===== src/rtl/dbus_master.sv =====
// dbus_master: load/store bus initiator. It turns one LSU request into one dbus transaction,
// or rejects it as misaligned. Load data is returned aligned and sign- or zero-extended.
// Ports:
//   clk, rst_n                   clock and asynchronous active-low reset
//   lsu_req_i .. lsu_wdata_i     request from the LSU stage; sampled only when accepted
//   lsu_ready_o                  high in IDLE; a request is accepted on req & ready at posedge
//   lsu_done_o                   one-cycle completion pulse
//   lsu_rdata_o                  load result, valid while done is high
//   lsu_misalign_o               valid with done: request rejected as misaligned or reserved size
//   lsu_timeout_o                valid with done: no ack within TIMEOUT_CYCLES
//   dbus_cyc_o .. dbus_w_data_o  registered bus request, held stable while in BUS
//   dbus_ack_i, dbus_r_data_i    responder handshake and read data
module dbus_master #(
    parameter int unsigned XLEN           = 32,
    parameter int unsigned TIMEOUT_CYCLES = 255,
    parameter int unsigned TMO_W          = 8
) (
    input  logic            clk,
    input  logic            rst_n,
    input  logic            lsu_req_i,
    input  logic            lsu_we_i,
    input  logic [XLEN-1:0] lsu_addr_i,
    input  logic [1:0]      lsu_size_i,
    input  logic            lsu_unsigned_i,
    input  logic [XLEN-1:0] lsu_wdata_i,
    output logic            lsu_ready_o,
    output logic            lsu_done_o,
    output logic [XLEN-1:0] lsu_rdata_o,
    output logic            lsu_misalign_o,
    output logic            lsu_timeout_o,
    output logic            dbus_cyc_o,
    output logic [XLEN-1:0] dbus_addr_o,
    output logic            dbus_w_en_o,
    output logic [3:0]      dbus_sel_byte_o,
    output logic [XLEN-1:0] dbus_w_data_o,
    input  logic            dbus_ack_i,
    input  logic [XLEN-1:0] dbus_r_data_i
);

    localparam int unsigned LANES = XLEN / 8;

    typedef enum logic [1:0] {
        S_IDLE = 2'd0,
        S_BUS  = 2'd1,
        S_DONE = 2'd2
    } state_t;

    state_t            state_q, state_d;
    logic              cyc_q, cyc_d;
    logic [XLEN-1:0]   addr_q, addr_d;
    logic              w_en_q, w_en_d;
    logic [3:0]        sel_q, sel_d;
    logic [XLEN-1:0]   w_data_q, w_data_d;
    logic              done_q, done_d;
    logic [XLEN-1:0]   rdata_q, rdata_d;
    logic              misalign_q, misalign_d;
    logic              timeout_q, timeout_d;
    logic [TMO_W-1:0]  cnt_q, cnt_d;
    logic [1:0]        size_q, size_d;
    logic [1:0]        off_q, off_d;
    logic              unsigned_q, unsigned_d;

    logic              misalign_c;
    logic [3:0]        sel_c;
    logic [XLEN-1:0]   wdata_c;
    logic [7:0]        lane_b_c;
    logic [15:0]       lane_h_c;
    logic [XLEN-1:0]   load_fmt_c;

    // Alignment check on the incoming request; size 11 is reserved and always rejected.
    always_comb begin
        misalign_c = 1'b0;
        case (lsu_size_i)
            2'b00:   misalign_c = 1'b0;
            2'b01:   misalign_c = lsu_addr_i[0];
            2'b10:   misalign_c = (lsu_addr_i[1:0] != 2'b00);
            default: misalign_c = 1'b1;
        endcase
    end

    // Byte-lane enables and lane-replicated store data.
    always_comb begin
        sel_c   = 4'hF;
        wdata_c = lsu_wdata_i;
        case (lsu_size_i)
            2'b00: begin
                sel_c   = 4'(4'b0001 << lsu_addr_i[1:0]);
                wdata_c = {LANES{lsu_wdata_i[7:0]}};
            end
            2'b01: begin
                sel_c   = 4'(4'b0011 << lsu_addr_i[1:0]);
                wdata_c = {(LANES/2){lsu_wdata_i[15:0]}};
            end
            default: begin
                sel_c   = 4'hF;
                wdata_c = lsu_wdata_i;
            end
        endcase
    end

    // Extract the addressed lane from read data and extend it.
    always_comb begin
        lane_b_c   = 8'(dbus_r_data_i >> {off_q, 3'b000});
        lane_h_c   = 16'(dbus_r_data_i >> {off_q[1], 4'b0000});
        load_fmt_c = dbus_r_data_i;
        case (size_q)
            2'b00:   load_fmt_c = unsigned_q ? XLEN'(lane_b_c)
                                             : {{(XLEN-8){lane_b_c[7]}}, lane_b_c};
            2'b01:   load_fmt_c = unsigned_q ? XLEN'(lane_h_c)
                                             : {{(XLEN-16){lane_h_c[15]}}, lane_h_c};
            default: load_fmt_c = dbus_r_data_i;
        endcase
    end

    // Next-state and registered-output logic.
    always_comb begin
        state_d    = state_q;
        cyc_d      = cyc_q;
        addr_d     = addr_q;
        w_en_d     = w_en_q;
        sel_d      = sel_q;
        w_data_d   = w_data_q;
        cnt_d      = cnt_q;
        size_d     = size_q;
        off_d      = off_q;
        unsigned_d = unsigned_q;
        done_d     = 1'b0;
        rdata_d    = '0;
        misalign_d = 1'b0;
        timeout_d  = 1'b0;

        case (state_q)
            S_IDLE: begin
                if (lsu_req_i) begin
                    if (misalign_c) begin
                        state_d    = S_DONE;
                        done_d     = 1'b1;
                        misalign_d = 1'b1;
                    end else begin
                        state_d    = S_BUS;
                        cyc_d      = 1'b1;
                        addr_d     = {lsu_addr_i[XLEN-1:2], 2'b00};
                        w_en_d     = lsu_we_i;
                        sel_d      = sel_c;
                        w_data_d   = lsu_we_i ? wdata_c : '0;
                        cnt_d      = '0;
                        size_d     = lsu_size_i;
                        off_d      = lsu_addr_i[1:0];
                        unsigned_d = lsu_unsigned_i;
                    end
                end
            end
            S_BUS: begin
                cnt_d = cnt_q + 1'b1;
                // Ack takes priority over a timeout on the same edge.
                if (dbus_ack_i || (cnt_q == TMO_W'(TIMEOUT_CYCLES))) begin
                    state_d   = S_DONE;
                    done_d    = 1'b1;
                    cyc_d     = 1'b0;
                    addr_d    = '0;
                    w_en_d    = 1'b0;
                    sel_d     = '0;
                    w_data_d  = '0;
                    timeout_d = !dbus_ack_i;
                    rdata_d   = (dbus_ack_i && !w_en_q) ? load_fmt_c : '0;
                end
            end
            S_DONE: begin
                state_d = S_IDLE;
            end
            default: begin
                state_d = S_IDLE;
                cyc_d   = 1'b0;
            end
        endcase
    end

    // State and output registers.
    always_ff @(posedge clk or negedge rst_n) begin
        if (!rst_n) begin
            state_q    <= S_IDLE;
            cyc_q      <= 1'b0;
            addr_q     <= '0;
            w_en_q     <= 1'b0;
            sel_q      <= '0;
            w_data_q   <= '0;
            done_q     <= 1'b0;
            rdata_q    <= '0;
            misalign_q <= 1'b0;
            timeout_q  <= 1'b0;
            cnt_q      <= '0;
            size_q     <= '0;
            off_q      <= '0;
            unsigned_q <= 1'b0;
        end else begin
            state_q    <= state_d;
            cyc_q      <= cyc_d;
            addr_q     <= addr_d;
            w_en_q     <= w_en_d;
            sel_q      <= sel_d;
            w_data_q   <= w_data_d;
            done_q     <= done_d;
            rdata_q    <= rdata_d;
            misalign_q <= misalign_d;
            timeout_q  <= timeout_d;
            cnt_q      <= cnt_d;
            size_q     <= size_d;
            off_q      <= off_d;
            unsigned_q <= unsigned_d;
        end
    end

    assign lsu_ready_o     = (state_q == S_IDLE);
    assign lsu_done_o      = done_q;
    assign lsu_rdata_o     = rdata_q;
    assign lsu_misalign_o  = misalign_q;
    assign lsu_timeout_o   = timeout_q;
    assign dbus_cyc_o      = cyc_q;
    assign dbus_addr_o     = addr_q;
    assign dbus_w_en_o     = w_en_q;
    assign dbus_sel_byte_o = sel_q;
    assign dbus_w_data_o   = w_data_q;

endmodule


===== config.mk =====
export PLATFORM = sky130hd
export DESIGN_NAME = dbus_master
export DESIGN_NICKNAME = d
export VERILOG_FILES = /design/src/rtl/dbus_master.sv
export SDC_FILE = /design/constraint.sdc
export NUM_CORES = 1
export LEC_CHECK = 0
export CAP_MARGIN = 20
export CORE_ASPECT_RATIO = 1.25
export CORE_MARGIN = 2
export CORE_UTILIZATION = 43
export CTS_CLUSTER_SIZE = 24
export DETAILED_ROUTE_END_ITERATION = 12
export PLACE_DENSITY = 0.77
export SYNTH_ARGS = -nofsm -noshare
export SYNTH_HDL_FRONTEND = slang
export SYNTH_SLANG_ARGS = --single-unit

===== constraint.sdc =====
create_clock -name clk -period 2.3 [get_ports clk]
set_input_delay 0.46 -clock clk [delete_from_list [all_inputs] [get_ports clk]]
set_output_delay 0.46 -clock clk [all_outputs]
set_load 0.005 [all_outputs]

### Word-level counts from Yosys, hierarchy flattened

Index checks and enable logic that the tools add are counted.

* memory bits (read-only): 0
* bits in writable memories: 0
* memories: 0
* register bits after elaboration: 120
* bits in latches: 0

* reduce and logical (&&, ||, !) cells: 14
* eq/ne operators: 9
* add/sub/neg operators: 1
* divide/modulo/power cells: 0
* magnitude comparators: 0
* bitwise gates (word level): 2
* shifts and indexed selects: 4
* multiply operators: 0
* mux-type cells: 42

Operator list (number)
* two-way mux 32 bit: 11
* one-hot mux 32 bit (2 select lines): 4
* >> shifter 32 x 5 -> 16 bit: 1
* >> shifter 32 x 5 -> 8 bit: 1
* two-way mux 8 bit: 2
* one-hot mux 4 bit (2 select lines): 2
* one-hot mux 8 bit (2 select lines): 1
* two-way mux 4 bit: 3
* two-way mux 1 bit: 11
* adder 8 x 1 -> 8 bit (second input constant): 1
* equality test 8 bit (second input constant): 1
* AND reduction 4 bit: 2
* equality test 2 x 1 -> 1 bit (second input constant): 3
* zero test 2 bit: 3
* two-way mux 2 bit: 3
* inequality test 2 bit (second input constant): 3
* one-hot mux 1 bit (3 select lines): 2
* AND reduction 3 bit: 2
* equality test 2 bit (second input constant): 2
* one-hot mux 1 bit (2 select lines): 2
* one-hot mux 2 bit (2 select lines): 1
* nonzero test 2 bit: 2
* << shifter 1 x 2 -> 4 bit (first input constant): 1
* << shifter 2 x 2 -> 4 bit (first input constant): 1
* 5 further kinds: 7

### Longest topological paths before layout

Gate-level depths: netlist of the first run.

* depth after elaboration: 6
* mapped depth: 8

### Worst setup path before layout of the first run

OpenSTA, ideal clock, no wires.

* path kind: input to register
* start: input lsu_size_i[0]
* end: register addr_q[10], in the netlist dbus_addr_o[10]
* cell stages on the path: 7
* path slack: 0.415 ns
* arrival: 1.764 ns
* library setup time: 0.121 ns
* path through: buf_2 a21oi_2 a221oi_4 a211o_1 buf_4 buf_4 a22o_1

* longest elaborated chain between the ends: 4
* elaborated cells between the ends (all ways): 6

RTL lines
* from (decl): RTL line 23 `input logic [1:0] lsu_size_i,`
* equality test 2 bit (tied with other cells): RTL line 73 `case (lsu_size_i)`
* one-hot mux 1 bit (3 select lines) *: RTL line 73
* inequality test 2 bit (no source line) *
* AND reduction 4 bit (no source line) *
* to (signal assigned): RTL line 198 `addr_q <= addr_d;`
* to (decl): RTL line 50 `logic [XLEN-1:0] addr_q, addr_d;`

Mark *: on every way between the ends. The rest lies on a longest branch, timed or not.
A chain may end at the register's enable or synchronous reset.

### Final worst setup path of the first run

* start: register state_q[1]
* end: output lsu_ready_o

* longest elaborated chain between the ends: 1

RTL lines
* from (decl): RTL line 48 `state_t state_q, state_d;`
* from (signal assigned): RTL line 196 `state_q <= state_d;`
* zero test 2 bit: RTL line 213 `assign lsu_ready_o = (state_q == S_IDLE);`
* to (decl): RTL line 26 `output logic lsu_ready_o,`

Every way passes these cells.

==> results.py, run 1 <==
metrics = {
    "status": {
        "run_status": "finished clean",
    },
    "pwr": {
        "intPower_mw": 5.172,
        "sw_frac_of_total_pct": 29.49,
        "sequentialPowerShare_pct": 37.5,
        "switchingPower_mw": 2.163,
        "clkPwrFrac_pct": 33.9,
        "power_density_nw_per_um2": 906.9,
        "p_comb_share_pct": 28.6,
        "p_leak_nw": 3.618,
        "ir_drop_mv": 0.4959,
    },
    "routing": {
        "vias": 4532,
        "viasPerCell": 5.434,
        "drc": 0,
        "drt-initial-drc-count": 177,
        "ant_nets": 0,
        "wl_per_cell_um": 18.45,
        "postRouteWirelength_um": 15390,
        "firstDrtPassIters": 6,
    },
    "critical_path": {
        "cpPeakStageDelay_ns": 0.55,
        "cp.required_ns": 1.84,
        "rr_startpoint": "cnt_q[0]",
        "path_cells": "nor2_1 > clkdlybuf4s50_1",
        "critical_path.max_fanout": 17,
        "endpoint_kind": "output port",
        "cp-startpoint": "state_q[1]",
        "arrival_ns": 1.65,
        "start_kind": "flop",
        "critPathKind": "flop to output port",
        "cp_slowest_cell": "dfrtp_1",
        "path_buf_inv": 1,
        "critPathTopFamily": "flip-flops",
    },
    "placed_design": {
        "pre_cts_ws_ns": -0.07184,
        "dp_hpwl_um": 10880,
        "port_buffers": 207,
        "gp_congestion": 0.8524,
        "place_area_um2": 7520,
    },
    "logic_synthesis": {
        "netlist-cell-type-count": 46,
        "yosysTopAreaCellShare_pct": 56.87,
        "post-synth-top-area-cell": "dfrtp_1",
        "synth_area_um2": 5192,
        "ys_seq_area_share_pct": 56.87,
        "syn-instance-count": 444,
        "yosys-top-cells-area": "dfrtp_1 (57%), a22o_1 (8.3%), mux2i_1 (6.4%)",
        "synth_common_cells": "dfrtp_1 (118), nand2_1 (55), a22o_1 (49)",
        "ys_ff_latch": 118,
        "synthFlopType": "dfrtp_1",
        "syn_avg_cell_area_um2": 11.69,
        "synth-edff-count": 0,
        "async_flop_share_pct": 100.0,
        "yosysMostFrequentCell": "dfrtp_1",
        "yosys_warnings": 0,
    },
    "global_route": {
        "grt_pass1_wl_um": 24380,
        "antenna_found_initial": 0,
        "gr-total-overflow": 0,
        "grt_usage_pct": 24.56,
        "grt_pass1_vias": 4858,
        "grt_max_degree": 55,
    },
    "layout": {
        "drive_above_1_share_pct": 12.48,
        "n_antenna_cell": 0,
        "fin_util_pct": 68.97,
        "syn_to_final_growth_pct": 55.76,
        "n_fill_cell": 882,
        "final_area_um2": 8088,
        "multi_input_area_um2": 2037,
        "seq_area_um2": 2953,
        "nets": 765,
    },
    "clock_network": {
        "cts_buffers": 17,
        "cts_buffer_depth": 2,
        "cts_tree": "yes",
        "cts.sinks": 118,
        "path_clk_slew_ns": 0.06,
        "cts_resized": 0,
        "cts_root_buf": "clkbuf_16",
        "cts_max_level": 4,
        "worstSkewPairLatency_ns": 0.42,
        "postCtsHoldBufs": 1,
        "cts_setup_buffers": 0,
    },
    "sta": {
        "max-slew-margin-rel_pct": 50.29,
        "finalCritPeriodShare_pct": 91.63,
        "finalHoldWorstSlack_ns": 0.4889,
        "slew_violations": 0,
        "setup_violations": 0,
        "max_freq_mhz": 474.5,
        "rsz0062_at_grt": "false",
        "tightest_slew_ns": 0.7429,
        "fin_ws_ns": 0.1925,
        "finClkSkew_ns": 0.007403,
        "post-route-min-period_ns": 2.108,
        "hold_viol_final": 0,
    },
    "floorplan": {
        "core_area_um2": 11730,
        "pin_count": 210,
        "rows": 44,
        "initial_utilization_pct": 44.28,
        "die_x_um": 102.3,
        "dieArea_um2": 12980,
        "die_y_um": 126.9,
    },
    "run": {
        "cap_viol_max_count": 0,
    },
    "hold_path": {
        "hold_class": "flop to flop",
        "hold_path_startpoint": "dbus_w_data_o[23]",
    },
}
[cells by family after synthesis]
| logic type | after synthesis | synth area share, % |
|---|---|---|
| AOI/OAI and AO/OA | 128 | 20.07 |
| DFF | 118 | 56.87 |
| muxes | 43 | 8.747 |
| and+or+nand+nor | 115 | 10.00 |
| other | 1 | 0.07222 |
| adders and majority gates | 1 | 0.2409 |
| buffers and inverters | 38 | 4.000 |
[metal layers]
layer | share of wire (%) | vias up | global-route usage, %
met1 | 39 | 2228 | 27.85
met2 | 50 | 208 | 42.22
li1 | - | 2062 | -
met3 | 7.7 | 34 | 7.052
met4 | 2.7 | 0 | 11.37
met5 | 0 | - | 0
[power by group through the flow]
stage	Sequential (mW)	Combinational [mW]	Clock [mW]
3_5_place_dp	2.76	2.10	0
2_1_floorplan	2.73	0.938	0
3_3_place_gp	2.76	2.04	0
6_report	2.75	2.10	2.49
4_1_cts	2.75	2.11	2.51
5_1_grt	2.80	2.27	2.62
[stage by stage]
step | instances | total power, mW | setup TNS [ns]
2_1_floorplan | 445 | 3.669 | 0
6_report | 834 | 7.335 | 0
5_1_grt | 834 | 7.689 | 0
3_5_place_dp | 801 | 4.859 | -1.492
4_1_cts | 834 | 7.369 | 0
3_3_place_gp | 801 | 4.792 | 0
[area by class of cell]
type / count / share of cell area, %
sequential: 118 / 36.51
timing repair buffer: 231 / 28.77
clock buffer: 17 / 5.260
inverter: 3 / 0.1392
clock inverter: 15 / 1.640
multi-input combinational: 289 / 25.19
tap: 161 / 2.491
[worst reg2reg max path, stage by stage (launching register included)]
cell     delay, ns
dfrtp_1       0.38
ha_1          0.25
nand3_1       0.11
or2_1         0.25
a211o_2       0.35
buf_12        0.20
a22o_1        0.28
[path summary, 6_finish.rpt]
path                                          end  slack (ns)  cells past startpoint
min in group asynchronous         dbus_addr_o[27]        0.54                      2
worst max-delay path                  lsu_ready_o        0.19                      2
worst max register to register  dbus_w_data_o[31]        0.37                      6
worst min-delay path            dbus_w_data_o[23]        0.49                      1
worst min register to register  dbus_w_data_o[23]        0.49                      1
max in group asynchronous       dbus_w_data_o[19]        1.17                      3
[flip-flops by register name, indices dropped and copies added (netlist names), 2 cells and up]
signal,count
dbus_w_data_o,32
lsu_rdata_o,32
dbus_addr_o,30
cnt_q,8
dbus_sel_byte_o,4
off_q,2
size_q,2
state_q,2
[layout by cell type, fill, tap and decap left out, drive strengths merged, types with 2 or more instances in the layout]
cell / instances
or3: 6
o2bb2ai: 19
a21oi: 6
nor2b: 2
a2111oi: 2
or3b: 2
conb: 2
nor3: 5
a22o: 49
or4: 2
o221a: 8
a221oi: 8
dfrtp: 118
clkbuf: 17
nor2: 29
nand2: 56
clkdlybuf4s50: 206
o31ai: 2
buf: 24
a21o: 3
and2: 2
mux2i: 33
or2: 3
o21ai: 26
nand3: 4
clkinvlp: 4
inv: 5
clkinv: 8
mux2: 9
Note: power is estimated with default switching activity, not from simulation.
==> run 2, diff against run 1 <==
--- a/config.mk
+++ b/config.mk
@@ -11,7 +11,9 @@
 export CORE_UTILIZATION = 43
 export CTS_CLUSTER_SIZE = 24
 export DETAILED_ROUTE_END_ITERATION = 12
+export HOLD_SLACK_MARGIN = 0.05
 export PLACE_DENSITY = 0.77
+export SLEW_MARGIN = 5
 export SYNTH_ARGS = -nofsm -noshare
 export SYNTH_HDL_FRONTEND = slang
 export SYNTH_SLANG_ARGS = --single-unit
==> results of run 2 <==
The final DEF is identical to that of run 1; final timing and power are the same.
